**config.mk**
```make
export PLATFORM = sky130hd
export DESIGN_NAME = rmii_tx_framer
export DESIGN_NICKNAME = d
export VERILOG_FILES = /design/src/rtl/rmii_tx_framer.sv
export SDC_FILE = /design/constraint.sdc
export NUM_CORES = 1
export LEC_CHECK = 0
export BUFFER_PORTS_ARGS = -buffer_cell sky130_fd_sc_hd__buf_2
export CAP_MARGIN = 40
export CORE_UTILIZATION = 50
export CTS_CLUSTER_DIAMETER = 120
export DETAILED_ROUTE_END_ITERATION = 16
export GPL_TIMING_DRIVEN = 0
export PLACE_DENSITY = 0.74
export SYNTH_ARGS = -nofsm -noshare
export SYNTH_HDL_FRONTEND = slang
export SYNTH_SLANG_ARGS = --single-unit
```
**constraint.sdc**
```tcl
create_clock -name clk -period 2.3 [get_ports clk]
set_input_delay 0.115 -clock clk [delete_from_list [all_inputs] [get_ports clk]]
set_output_delay 0.115 -clock clk [all_outputs]
set_load 0.01 [all_outputs]
```
**src/rtl/rmii_tx_framer.sv**
```systemverilog
// rmii_tx_framer: RMII transmit sequencer for preamble, payload, pad, FCS and inter-frame gap
module rmii_tx_framer #(
  parameter int MIN_PAYLOAD = 60,
  parameter int IFG_DIBITS  = 48
) (
  input  logic        clk,
  input  logic        rst_n,
  input  logic [7:0]  s_data,
  input  logic        s_valid,
  input  logic        s_last,
  output logic        s_ready,
  output logic [1:0]  txd,
  output logic        tx_en,
  output logic        crc_en,
  output logic [1:0]  crc_data,
  input  logic [31:0] crc_fcs,
  output logic        busy,
  output logic        tx_done,
  output logic        underrun
);
  typedef enum logic [2:0] {IDLE, PREAMBLE, DATA, PAD, FCS, IFG} state_t;
  localparam logic [10:0] MIN_B   = 11'(MIN_PAYLOAD);
  localparam logic [15:0] IFG_END = 16'(IFG_DIBITS - 1);
  state_t state, state_n;
  logic [15:0] cnt, cnt_n;
  logic [10:0] bytes, bytes_n, bytes_inc;
  logic [7:0] sr, sr_n;
  logic [31:0] fcs_sr, fcs_sr_n;
  logic [1:0] txd_n;
  logic last_q, last_n, tx_en_n, crc_en_n, tx_done_n, underrun_n;
  logic byte_end, short_frame, fcs_go;
  assign bytes_inc   = (bytes == 11'h7ff) ? bytes : bytes + 11'd1;
  assign byte_end    = cnt[1:0] == 2'd3;
  assign short_frame = bytes < MIN_B;
  assign busy        = state != IDLE;
  assign crc_data    = txd;
  // next-state and next-output decode; the byte handshake and underrun override the per-state defaults
  always_comb begin
    state_n    = state;
    cnt_n      = cnt + 16'd1;
    bytes_n    = bytes;
    sr_n       = sr;
    last_n     = last_q;
    fcs_sr_n   = fcs_sr;
    txd_n      = 2'b00;
    tx_en_n    = 1'b0;
    crc_en_n   = 1'b0;
    tx_done_n  = 1'b0;
    underrun_n = 1'b0;
    s_ready    = 1'b0;
    fcs_go     = 1'b0;
    case (state)
      IDLE: begin
        cnt_n   = '0;
        state_n = s_valid ? PREAMBLE : IDLE;
        txd_n   = s_valid ? 2'b01 : 2'b00;
        tx_en_n = s_valid;
      end
      PREAMBLE: begin
        tx_en_n = 1'b1;
        txd_n   = (cnt == 16'd30) ? 2'b11 : 2'b01;
        s_ready = cnt == 16'd31;
      end
      DATA: begin
        tx_en_n  = 1'b1;
        crc_en_n = 1'b1;
        txd_n    = sr[3:2];
        sr_n     = sr >> 2;
        s_ready  = byte_end && !last_q;
        if (byte_end && last_q) begin
          if (short_frame) begin
            state_n = PAD;
            txd_n   = 2'b00;
            cnt_n   = '0;
            bytes_n = bytes_inc;
          end else
            fcs_go = 1'b1;
        end
      end
      PAD: begin
        tx_en_n  = 1'b1;
        crc_en_n = 1'b1;
        if (byte_end) begin
          if (short_frame) begin
            cnt_n   = '0;
            bytes_n = bytes_inc;
          end else
            fcs_go = 1'b1;
        end
      end
      FCS: begin
        tx_en_n   = cnt != 16'd15;
        txd_n     = (cnt == 16'd15) ? 2'b00 : fcs_sr[1:0];
        fcs_sr_n  = fcs_sr >> 2;
        tx_done_n = cnt == 16'd15;
        state_n   = (cnt == 16'd15) ? IFG : FCS;
        cnt_n     = (cnt == 16'd15) ? 16'd0 : cnt + 16'd1;
      end
      IFG: begin
        state_n = (cnt == IFG_END) ? IDLE : IFG;
        cnt_n   = (cnt == IFG_END) ? 16'd0 : cnt + 16'd1;
      end
      default: state_n = IDLE;
    endcase
    if (fcs_go) begin
      state_n  = FCS;
      cnt_n    = '0;
      txd_n    = crc_fcs[1:0];
      fcs_sr_n = crc_fcs >> 2;
      crc_en_n = 1'b0;
    end
    if (s_ready && s_valid) begin
      state_n  = DATA;
      cnt_n    = '0;
      sr_n     = s_data;
      last_n   = s_last;
      txd_n    = s_data[1:0];
      crc_en_n = 1'b1;
      bytes_n  = (state == PREAMBLE) ? 11'd1 : bytes_inc;
    end
    if (s_ready && !s_valid) begin
      state_n    = IFG;
      cnt_n      = '0;
      txd_n      = 2'b00;
      tx_en_n    = 1'b0;
      crc_en_n   = 1'b0;
      underrun_n = 1'b1;
    end
  end
  // state and registered RMII outputs; reset drops tx_en at once
  always_ff @(posedge clk or negedge rst_n) begin
    if (!rst_n) begin
      state    <= IDLE;
      cnt      <= '0;
      bytes    <= '0;
      sr       <= '0;
      last_q   <= 1'b0;
      fcs_sr   <= '0;
      txd      <= 2'b00;
      tx_en    <= 1'b0;
      crc_en   <= 1'b0;
      tx_done  <= 1'b0;
      underrun <= 1'b0;
    end else begin
      state    <= state_n;
      cnt      <= cnt_n;
      bytes    <= bytes_n;
      sr       <= sr_n;
      last_q   <= last_n;
      fcs_sr   <= fcs_sr_n;
      txd      <= txd_n;
      tx_en    <= tx_en_n;
      crc_en   <= crc_en_n;
      tx_done  <= tx_done_n;
      underrun <= underrun_n;
    end
  end
endmodule

```
Yosys cells after proc, flatten, opt, wreduce, memory -nomap -nowiden
Cells that the tools add are included.
Cells by class
  add/sub/neg operators: 2
  order comparisons: 1
  eq/ne operators: 17
  muxes and demuxes: 51
  reductions and logical operators: 16
Operator list (count)
  $mux 16: 8
  $pmux 16 s5: 1
  $mux 11: 6
  $mux 32: 2
  $eq 16x5->1 const B: 2
  $pmux 11 s2: 1
  $mux 3: 6
  $add 16x1->16 const B: 1
  $eq 16x4->1 const B: 1
  $eq 16x6->1 const B: 1
  $mux 8: 2
  $ne 16x4->1 const B: 1
  $pmux 3 s5: 1
  $mux 2: 7
  $mux 1: 13
  $add 11x1->11 const B: 1
  $eq 11x11->1 const B: 1
  $lt 11x6->1 const B: 1
  $ne 5x5->1 const B: 2
  $pmux 2 s4: 1
  $eq 3x2->1 const B: 2
  $eq 3x3->1 const B: 2
  $ne 3x3->1 const B: 2
  $reduce_and 3->1: 2
  12 further kinds: 20
Word-level totals
  register bits: 77
  input port bits: 44
  output and inout bits: 10
  logic and storage cells: 98

Logic depth before layout (Yosys ltp)
Gate-level depths: netlist of run 1.
  depth in word-level cells: 7
  depth in mapped cells: 9

Worst setup path before layout of run 1
OpenSTA, ideal clock, no wires.
  path kind: register to register
  start point: register cnt[6]
  end point: register last_q
  setup time: 0.125 ns
  arrival time: 2.162 ns
  path slack: 0.013 ns
  stages on the path, launching flop included: 8
  buffers on the path: 1
  cells stage by stage: dfrtp_1 or4_4 nor4_4 a21oi_1 inv_1 and2_1 buf_2 mux2_2
On the way
  cells in the longest elaborated chain, start to end: 3
Ends and longest elaborated chain
  from (decl): RTL line 25  | logic [15:0] cnt, cnt_n;
  from (signal assigned): RTL line 146  | cnt <= cnt_n;
  $eq 16x5->1: RTL line 62  | s_ready = cnt == 16'd31;
  $pmux 1 s2: RTL line 52  | case (state)
  $logic_and 1x1->1: RTL line 112  | if (s_ready && s_valid) begin
  to (signal assigned): RTL line 149  | last_q <= last_n;
  to (decl): RTL line 30  | logic last_q, last_n, tx_en_n, crc_en_n, tx_done_n, underrun_n;
Every way passes these cells.
A chain may end at the register's enable or synchronous reset.

Final worst setup path of run 1
  start point: register bytes[9]
  end point: register txd[1], in the netlist crc_data[1]
On the way
  cells in the longest elaborated chain, start to end: 7
Ends and longest elaborated chain
  from (decl): RTL line 26  | logic [10:0] bytes, bytes_n, bytes_inc;
  from (signal assigned): RTL line 147  | bytes <= bytes_n;
  $lt 11x6->1 *: RTL line 34  | assign short_frame = bytes < MIN_B;
  $mux 2 or $mux 1 (tied branches): RTL line 71, 84
  $mux 2, or another cell as far along: RTL line 70  | if (byte_end && last_q) begin
  $pmux 2 s4 or $pmux 1 s2 (tied branches): RTL line 52
  $mux 2 *: RTL line 105  | if (fcs_go) begin
  $mux 2 *: RTL line 112
  $mux 2 *: RTL line 121  | if (s_ready && !s_valid) begin
  named net txd_n[1]: RTL line 29  | logic [1:0] txd_n;
  to (signal assigned): RTL line 151  | txd <= txd_n;
  to (decl): RTL line 12  | output logic [1:0] txd,
Mark *: on every way through the listed nets, which the timed path passes. The rest lies on a longest branch.

==> flow_metrics.py, run 1 <==
metrics = {
    "route": {
        "vias": 3356,
        "totalWireLength_um": 8940,
        "via_per_inst": 5.56,
        "wl_per_cell_um": 14.8,
        "dr.pass1.iters": 4,
        "route.detailed.drc": 0,
        "drt_first_iter_violations": 207,
        "ant_nets": 0,
    },
    "worst_hold_path": {
        "holdPathStages": 3,
        "worst_hold_path.endpoint": "sr[7]",
        "min_from": "s_data[7]",
        "min-delay-path-class": "input pin to flip-flop",
    },
    "timing": {
        "hold_viol_final": 0,
        "rsz0062_at_grt": "yes",
        "fin_crit_sh": 0.991,
        "clock-skew-final_ps": 12.7,
        "slew_viol_final": 0,
        "slew_headroom": 0.559,
        "worstMarginPinSlew_ps": 656,
        "max_freq_ghz": 0.439,
        "fin_crit_ps": 2280,
        "whs_ps": 10.3,
        "report.final.setup_viol": 0,
    },
    "global_routing": {
        "busiest_layer": "met2",
        "grt_overflow": 0,
        "antenna_found_initial": 0,
        "grt_max_degree": 55,
        "grt_pass1_wl_um": 14300,
        "grt_util_met1": 0.318,
        "grt_pass1_vias": 3080,
        "grt.met2_usage": 0.395,
        "met3_usage": 0.0597,
        "grt_usage": 0.242,
    },
    "layout": {
        "multi_input_area_um2": 1820,
        "postLayoutCoreUtil": 0.630,
        "ff_latch_area_um2": 1830,
        "diodes": 0,
        "final_cell_mix": "nand2_1 (78), dfrtp_1 (72), nor2_1 (61), buf_2 (55), a31oi_1 (31)",
        "final_area_um2": 4540,
        "final_common_cell": "nand2_1",
        "syn_to_final_growth_pct": 21.9,
        "layout-drive-gt1-share": 0.240,
        "fill_cells": 648,
        "finalNetCount": 549,
    },
    "worst_setup_path": {
        "critPathLaunchType": "flip-flop",
        "crit_path_end_kind": "flip-flop",
        "worstPathArrival_ps": 2500,
        "r2r_slack_ps": 20,
        "path_cells": "or4_4, a211oi_4, buf_6, a31oi_1, a211o_1, a221o_1",
        "crit_buf_inv": 1,
        "r2r-start": "bytes[9]",
        "crit_path_max_incr_delay_ps": 560,
        "required_ps": 2520,
        "cp_top_family": "compound AO/OA/AOI/OAI gates",
        "worstRegToRegCells": 6,
        "reg2reg_to": "crc_data[1]",
        "crit_slowest_cell": "or4_4",
        "crit_path_max_fanout": 5,
        "worstSetupPathType": "flip-flop to flip-flop",
    },
    "cts": {
        "worst_skew_pair.late_latency_ps": 350,
        "tritoncts": "done",
        "cts_made_buffers": 9,
        "cts.sinks": 73,
        "clk_pin_slew_ps": 80,
        "root_buffer": "clkbuf_8",
        "cts_buffer_depth": 2,
        "htree_levels": 3,
    },
    "logic_synthesis": {
        "synth_edf_count": 0,
        "ys.flop_type": "dfrtp_1",
        "synthCells": 419,
        "synth_cell_types": 47,
        "avgSynthCellArea_um2": 8.90,
        "ys_warn_count": 0,
        "seq_area_frac_synth": 0.490,
        "syn_area_um2": 3730,
        "synth.net_count": 466,
        "ys_async_sr_fraction": 1.00,
        "yosysTopAreaCell": "dfrtp_1",
        "synth_top_area_share": 0.490,
        "ys_ff_latch": 73,
        "netlist_top_cells_area": "dfrtp_1 (49%), nand2_1 (7.9%), nor2_1 (6.2%)",
    },
    "run_status": {
        "outcome": "finished clean",
    },
    "floorplan": {
        "die_h_um": 88.3,
        "dieArea_um2": 7800,
        "num_rows": 31,
        "dieWidth_um": 88.3,
        "start_util": 0.517,
        "ios": 54,
        "coreArea_um2": 7210,
    },
    "placed_design": {
        "gp_congestion": 0.939,
        "place_hpwl_um": 6070,
        "port_buffers": 52,
        "placed_area_um2": 4150,
    },
    "flow_run": {
        "max-cap-violations": 0,
    },
    "power_and_ir_drop": {
        "peakVddDrop_mv": 0.652,
        "p_per_area_nw_per_um2": 938,
        "leakagePower_nw": 2.12,
    },
}
==> through the flow <==
stage | setup slack (ps) | instances | TNS, ps | power [mW]
floorplan | 13.2 | 419 | 0 | 2.92
CTS | 1.79 | 602 | 0 | 4.23
global placement | -282 | 570 | -8740 | 3.25
detailed placement | -308 | 573 | -7480 | 3.31
finish | 20.5 | 604 | 0 | 4.26
global route | -39.7 | 604 | -122 | 4.56
==> layout make-up <==
type                            instances  share of cell area
Clock inverter                          4             0.00496
Sequential cell                        73               0.402
Inverter                                5             0.00413
Clock buffer                           10              0.0281
Multi-Input combinational cell        314               0.400
Timing Repair Buffer                   74               0.102
Tap cell                               99              0.0273
Buffer                                 25              0.0311
==> synth_stat cells (5+ instances only) <==
| master | instances |
|---|---|
| buf_2 | 7 |
| and3_1 | 10 |
| nor4_1 | 5 |
| o21ai_0 | 12 |
| nor3_1 | 8 |
| nand2b_1 | 5 |
| nand2_1 | 78 |
| xnor2_1 | 8 |
| xor2_1 | 6 |
| inv_1 | 5 |
| mux2i_1 | 7 |
| nand3_1 | 28 |
| clkbuf_1 | 17 |
| nor2_1 | 62 |
| a31oi_1 | 31 |
| dfrtp_1 | 73 |
| or4_1 | 5 |
| o211ai_1 | 6 |
==> sequential cells by signal (all words and copies together) (netlist names) <==
name / cells
fcs_sr: 30
cnt: 16
bytes: 11
sr: 6
state: 3
crc_data: 2
crc_en: 1
last_q: 1
tx_done: 1
tx_en: 1
underrun: 1
==> timing repair <==
item | CTS | global route
endpoints found under the setup margin | 64 | 48
resized for setup | 11 | 24
pin swaps | 4 | 3
setup buffers | 9 | 3
gates cloned | 0 | 0
hold buffers | 7 | 0
endpoints found under the hold margin | 79 | 0
==> logic make-up after synthesis <==
group | count (synthesis) | synth area share
AO/OA/AOI/OAI | 70 | 0.131
adder cells (fa/ha/maj) | 3 | 0.0101
buffers and inverters | 32 | 0.0376
multiplexers | 8 | 0.0218
AND/OR/NAND/NOR | 219 | 0.276
flip-flops | 73 | 0.490
XOR/XNOR | 14 | 0.0329
==> tightest hold or removal path, delay by kind of cell <==
| kind | cells | cell delay [ps] |
|---|---|---|
| compound gates | 1 | 70 |
| simple gates | 1 | 60 |
| buf+inv | 1 | 70 |
==> per-layer routing <==
metal  wire [um]  vias to the layer above
met5           0                        -
met4          91                        0
met3         370                        9
met2        4510                       73
met1        3970                     1637
li1            -                     1637
==> worst max path at each step <==
stage                   from          end  slack [ps]  depth (start not counted)
finish              bytes[9]  crc_data[1]          20                          6
global route          cnt[0]      s_ready         -40                          9
CTS                   cnt[6]     state[0]           2                          5
detailed placement    cnt[0]       last_q        -310                          9
global placement      cnt[0]       last_q        -280                          9
floorplan             cnt[6]       last_q          10                          7
==> where the power goes <==
group,total (mW),internal (mW),switching (mW)
sequential,2.03,1.73,0.300
combinational,1.40,0.644,0.760
clock,0.825,0.374,0.451
(Power assumes the default switching activity.)
==> run 2, diff against run 1 <==
BUFFER_PORTS_ARGS = not set   (was -buffer_cell sky130_fd_sc_hd__buf_2)
CORE_MARGIN = 1   (was not set)
DONT_BUFFER_PORTS = 1   (was not set)
PLACE_DENSITY = 0.68   (was 0.74)
==> run 2 against run 1 <==
Sequential share of layout area down 1.5 points. Routed wire length up 1.6%. Setup slack got worse by 11 ps. Cell count fell by 2.6%. Non-clock buffer count shrank 18. Register-to-register slack about the same. Sequential power about the same. Clock power increased by 49%. Count of clock-buffer cells in the layout is the same. Critical path type unchanged. Largest cell class unchanged.
==> flow_metrics.py, run 2 (synthesized netlist as in run 1, its figures left out) <==
metrics = {
    "power_and_ir_drop": {
        "seqPwrFrac": 0.440,
        "swShare": 0.336,
        "comb_power_share": 0.296,
        "intPower_mw": 3.09,
        "power.share.clock": 0.264,
        "peakVddDrop_mv": 0.697,
        "p_per_area_nw_per_um2": 986,
        "p_total_mw": 4.65,
        "leakagePower_nw": 2.09,
        "p_sw_mw": 1.57,
    },
    "timing": {
        "fin_crit_sh": 0.996,
        "slew_headroom": 0.573,
        "report.final.setup_viol": 0,
        "worstMarginPinSlew_ps": 638,
        "fin_ws_ps": 9.47,
        "whs_ps": 82.5,
        "rsz0062_at_grt": "yes",
        "slew_viol_final": 0,
        "hold_viol_final": 0,
        "fin_crit_ps": 2290,
        "setup_tns_ps": 0,
        "max_freq_ghz": 0.437,
        "clock-skew-final_ps": 11.7,
    },
    "worst_setup_path": {
        "required_ps": 2560,
        "worstSetupPathType": "flip-flop to flip-flop",
        "crit_buf_inv": 0,
        "cp_top_family": "simple AND/OR/NAND/NOR gates",
        "path_cells": "or4_4, or3_4, or4b_4, o211a_1, o32ai_2",
        "crit_path_max_fanout": 3,
        "critPathLaunchType": "flip-flop",
        "worstPathArrival_ps": 2550,
        "crit_path_max_incr_delay_ps": 560,
        "crit_slowest_cell": "or4_4",
        "crit_path_end_kind": "flip-flop",
    },
    "global_routing": {
        "grt_usage": 0.247,
        "grt_max_degree": 74,
        "grt_pass1_wl_um": 14800,
        "grt_pass1_vias": 3187,
        "antenna_found_initial": 0,
        "grt_overflow": 0,
    },
    "floorplan": {
        "die_h_um": 88.3,
        "start_util": 0.517,
        "num_rows": 31,
        "dieArea_um2": 7800,
        "ios": 54,
        "dieWidth_um": 88.3,
        "coreArea_um2": 7210,
    },
    "route": {
        "route.detailed.drc": 0,
        "drt_first_iter_violations": 190,
        "vias": 3335,
        "ant_nets": 0,
        "totalWireLength_um": 9080,
        "dr.pass1.iters": 4,
        "via_per_inst": 5.67,
        "wl_per_cell_um": 15.4,
    },
    "placed_design": {
        "place_hpwl_um": 5610,
        "port_buffers": 0,
        "dp.cells": 520,
        "dp_slack_ps": -355,
        "gp_congestion": 0.929,
        "placed_area_um2": 3860,
    },
    "layout": {
        "top_regs": "fcs_sr: 30 flops, cnt: 16 flops, bytes: 11 flops",
        "syn_to_final_growth_pct": 26.7,
        "finalNetCount": 531,
        "fin_cells": 588,
        "ff_latch_area_um2": 1830,
        "final_area_um2": 4720,
        "postLayoutCoreUtil": 0.654,
        "final_cell_mix": "nand2_1 (78), dfrtp_1 (72), nor2_1 (62), dlygate4sd3_1 (40), a31oi_1 (31)",
        "layout-drive-gt1-share": 0.143,
        "top_register": "fcs_sr",
        "fill_cells": 611,
        "largest_reg_flops": 30,
        "diodes": 0,
        "multi_input_area_um2": 1820,
        "final_common_cell": "nand2_1",
    },
    "worst_hold_path": {
        "min-delay-path-class": "input pin to flip-flop",
    },
    "cts": {
        "cts.sinks": 73,
        "htree_levels": 3,
        "clk_pin_slew_ps": 80,
        "cts_made_buffers": 9,
        "worst_skew_pair.late_latency_ps": 360,
        "tritoncts": "done",
        "cts_buffer_depth": 2,
        "root_buffer": "clkbuf_8",
    },
    "run_status": {
        "outcome": "finished clean",
    },
    "flow_run": {
        "max-cap-violations": 0,
    },
}
[run 2: cell count changes in the layout (fill, tap and decap cells not counted), sizes merged]
cell / delta
bufinv: +3
dlygate4sd3: +33
buf: -50
clkbuf: -1
clkinv: -2
inv: +1
[run 2: path summary, 6_finish.rpt]
path	startpoint	endpoint	slack, ps	depth (start not counted)
worst max register to register	cnt[7]	state[0]	9	5
worst min-delay path	s_data[0]	crc_data[0]	80	2
min in group asynchronous	rst_n	bytes[7]	320	2
worst max-delay path	cnt[7]	state[0]	9	5
worst min register to register	fcs_sr[28]	fcs_sr[28]	510	2
max in group asynchronous	rst_n	cnt[11]	1690	2
[run 2: power groups by stage]
stage / clock network, mW / logic (mW) / registers [mW]
floorplan: 0 / 0.950 / 1.97
global placement: 0 / 1.13 / 2.04
detailed placement: 0 / 1.15 / 2.05
CTS: 1.25 / 1.32 / 2.03
global route: 1.30 / 1.55 / 2.10
finish: 1.23 / 1.38 / 2.05
[run 2: per-layer routing]
| metal | track usage | share of wire |
|---|---|---|
| met1 | 0.326 | 0.45 |
| met2 | 0.399 | 0.48 |
| met3 | 0.0532 | 0.049 |
| met4 | 0.0997 | 0.019 |
| met5 | 0 | 0 |
[run 2: layout make-up]
| type | count | area share |
|---|---|---|
| Inverter | 5 | 0.00398 |
| Tap cell | 99 | 0.0262 |
| Buffer | 23 | 0.0281 |
| Clock buffer | 10 | 0.0270 |
| Multi-Input combinational cell | 314 | 0.386 |
| Clock inverter | 6 | 0.0244 |
| Sequential cell | 73 | 0.387 |
| Timing Repair Buffer | 58 | 0.117 |
[run 2: timing repair]
action                                  4_1_cts  5_1_grt
endpoints found under the hold margin       112        0
buffers inserted                              5        9
resized for setup                             7       23
endpoints found under the setup margin       63       45
hold buffers                                 41        0
pin swaps                                     4        6
gates cloned                                  0        1
==> run 3, diff against run 2 <==
CTS_BUF_LIST = sky130_fd_sc_hd__clkbuf_16   (was not set)
==> run 3 against run 2 <==
Setup slack got worse by 3.9 ps. Register-to-register slack hardly changed. Combinational power is essentially flat. Flip-flop and latch count stayed put. Routed wire length rose by 2.1%. Hold slack better by 29 ps. Clock power increased by 31%. Critical path type unchanged. Highest routed layer unchanged.
==> flow_metrics.py, run 3 (synthesized netlist as in run 1, its figures left out) <==
metrics = {
    "run_status": {
        "outcome": "finished clean",
    },
    "cts": {
        "clk_pin_slew_ps": 60,
        "worst_skew_pair.late_latency_ps": 340,
        "cts.sinks": 73,
        "tritoncts": "done",
        "htree_levels": 3,
        "cts_buffer_depth": 2,
        "cts_made_buffers": 9,
        "root_buffer": "clkbuf_16",
    },
    "route": {
        "route.detailed.drc": 0,
        "wl_per_cell_um": 15.7,
        "ant_nets": 0,
        "drt_first_iter_violations": 197,
        "totalWireLength_um": 9280,
        "dr.pass1.iters": 5,
        "via_per_inst": 5.75,
        "vias": 3401,
    },
    "worst_setup_path": {
        "worstSetupPathType": "flip-flop to flip-flop",
        "required_ps": 2540,
        "crit_path_end_kind": "flip-flop",
        "worstPathArrival_ps": 2530,
        "worstRegToRegCells": 5,
        "r2r-start": "cnt[7]",
        "crit_path_max_fanout": 3,
        "critPathLaunchType": "flip-flop",
        "r2r_slack_ps": 6,
        "reg2reg_to": "state[0]",
    },
    "placed_design": {
        "placed_area_um2": 3860,
        "port_buffers": 0,
        "dp_slack_ps": -355,
        "gp_congestion": 0.929,
        "place_hpwl_um": 5610,
    },
    "layout": {
        "final_area_um2": 4860,
        "syn_to_final_growth_pct": 30.4,
        "top_regs": "fcs_sr: 30 flops, cnt: 16 flops, bytes: 11 flops",
        "final_common_cell": "nand2_1",
        "fill_cells": 579,
        "diodes": 0,
        "top_register": "fcs_sr",
        "final_cell_mix": "nand2_1 (78), dfrtp_1 (71), nor2_1 (62), dlygate4sd3_1 (40), a31oi_1 (31)",
        "finalNetCount": 534,
        "layout-drive-gt1-share": 0.152,
        "largest_reg_flops": 30,
    },
    "worst_hold_path": {
        "holdPathStages": 2,
        "min-delay-path-class": "input pin to flip-flop",
        "worst_hold_path.endpoint": "crc_data[0]",
        "min_from": "s_data[0]",
    },
    "timing": {
        "slew_headroom": 0.556,
        "max_freq_ghz": 0.436,
        "rsz0062_at_grt": "yes",
        "report.final.setup_viol": 0,
        "fin_crit_ps": 2290,
        "fin_crit_sh": 0.998,
        "hold_viol_final": 0,
        "slew_viol_final": 0,
        "clock-skew-final_ps": 6.43,
        "worstMarginPinSlew_ps": 664,
        "fin_ws_ps": 5.56,
    },
    "floorplan": {
        "dieWidth_um": 88.3,
        "num_rows": 31,
        "coreArea_um2": 7210,
        "die_h_um": 88.3,
        "start_util": 0.517,
        "ios": 54,
        "dieArea_um2": 7800,
    },
    "global_routing": {
        "grt_overflow": 0,
        "antenna_found_initial": 0,
        "grt_pass1_vias": 3211,
        "grt_usage": 0.251,
        "grt_max_degree": 74,
        "grt_pass1_wl_um": 14900,
    },
    "power_and_ir_drop": {
        "p_per_area_nw_per_um2": 1040,
        "leakagePower_nw": 2.16,
        "peakVddDrop_mv": 0.709,
    },
    "flow_run": {
        "max-cap-violations": 0,
    },
}
run 3: where the power goes:
part | switching, mW | internal, mW | total [mW] | leakage (nW)
Combinational | 0.760 | 0.646 | 1.41 | 1.10
Sequential | 0.324 | 1.73 | 2.06 | 0.891
Clock | 0.548 | 1.06 | 1.61 | 0.167
run 3: cell type report:
type	count	area [um^2]	area share
Inverter	5	18.8	0.00386
Multi-Input combinational cell	314	1820	0.375
Clock buffer	9	225	0.0463
Buffer	23	130	0.0268
Sequential cell	73	1830	0.376
Timing Repair Buffer	61	591	0.121
Tap cell	99	124	0.0255
Clock inverter	7	119	0.0245
run 3: timing repair:
item,CTS,global route
gates cloned,0,1
pin swaps,4,4
endpoints found under the setup margin,63,55
gates resized for setup,6,23
hold buffers,41,0
buffers inserted,7,10
endpoints found under the hold margin,112,0
run 3: through the flow:
stage | setup TNS (ps) | utilization | total power [mW] | std cells | hold WS, ps
floorplan | 0 | - | 2.92 | 419 | -181
global placement | -10250 | 0.534 | 3.16 | 518 | -178
detailed placement | -9870 | 0.535 | 3.20 | 520 | -178
CTS | 0 | 0.652 | 5.00 | 582 | 99.5
global route | -139 | 0.674 | 5.38 | 591 | 105
finish | 0 | 0.674 | 5.07 | 591 | 112
run 3: metal layers:
| metal | global-route usage | part of all wire | vias to the layer above |
|---|---|---|---|
| li1 | - | - | 1609 |
| met1 | 0.329 | 0.44 | 1624 |
| met2 | 0.392 | 0.48 | 152 |
| met3 | 0.0718 | 0.070 | 16 |
| met4 | 0.107 | 0.018 | 0 |
| met5 | 0 | 0 | - |
run 3: worst max-delay path, stage by stage (launching register included):
cell	delay, ps
dfrtp_1	400
or4_4	560
or3_4	350
or4b_4	490
o211a_1	160
o32ai_2	230
run 3: worst max path at each step:
stage / depth (start not counted) / end / from / slack (ps)
floorplan: 7 / last_q / cnt[6] / 10
global placement: 9 / last_q / cnt[0] / -310
detailed placement: 9 / last_q / cnt[0] / -360
CTS: 7 / fcs_sr[12] / state[2] / 7
global route: 5 / state[0] / cnt[6] / -60
finish: 5 / state[0] / cnt[7] / 6
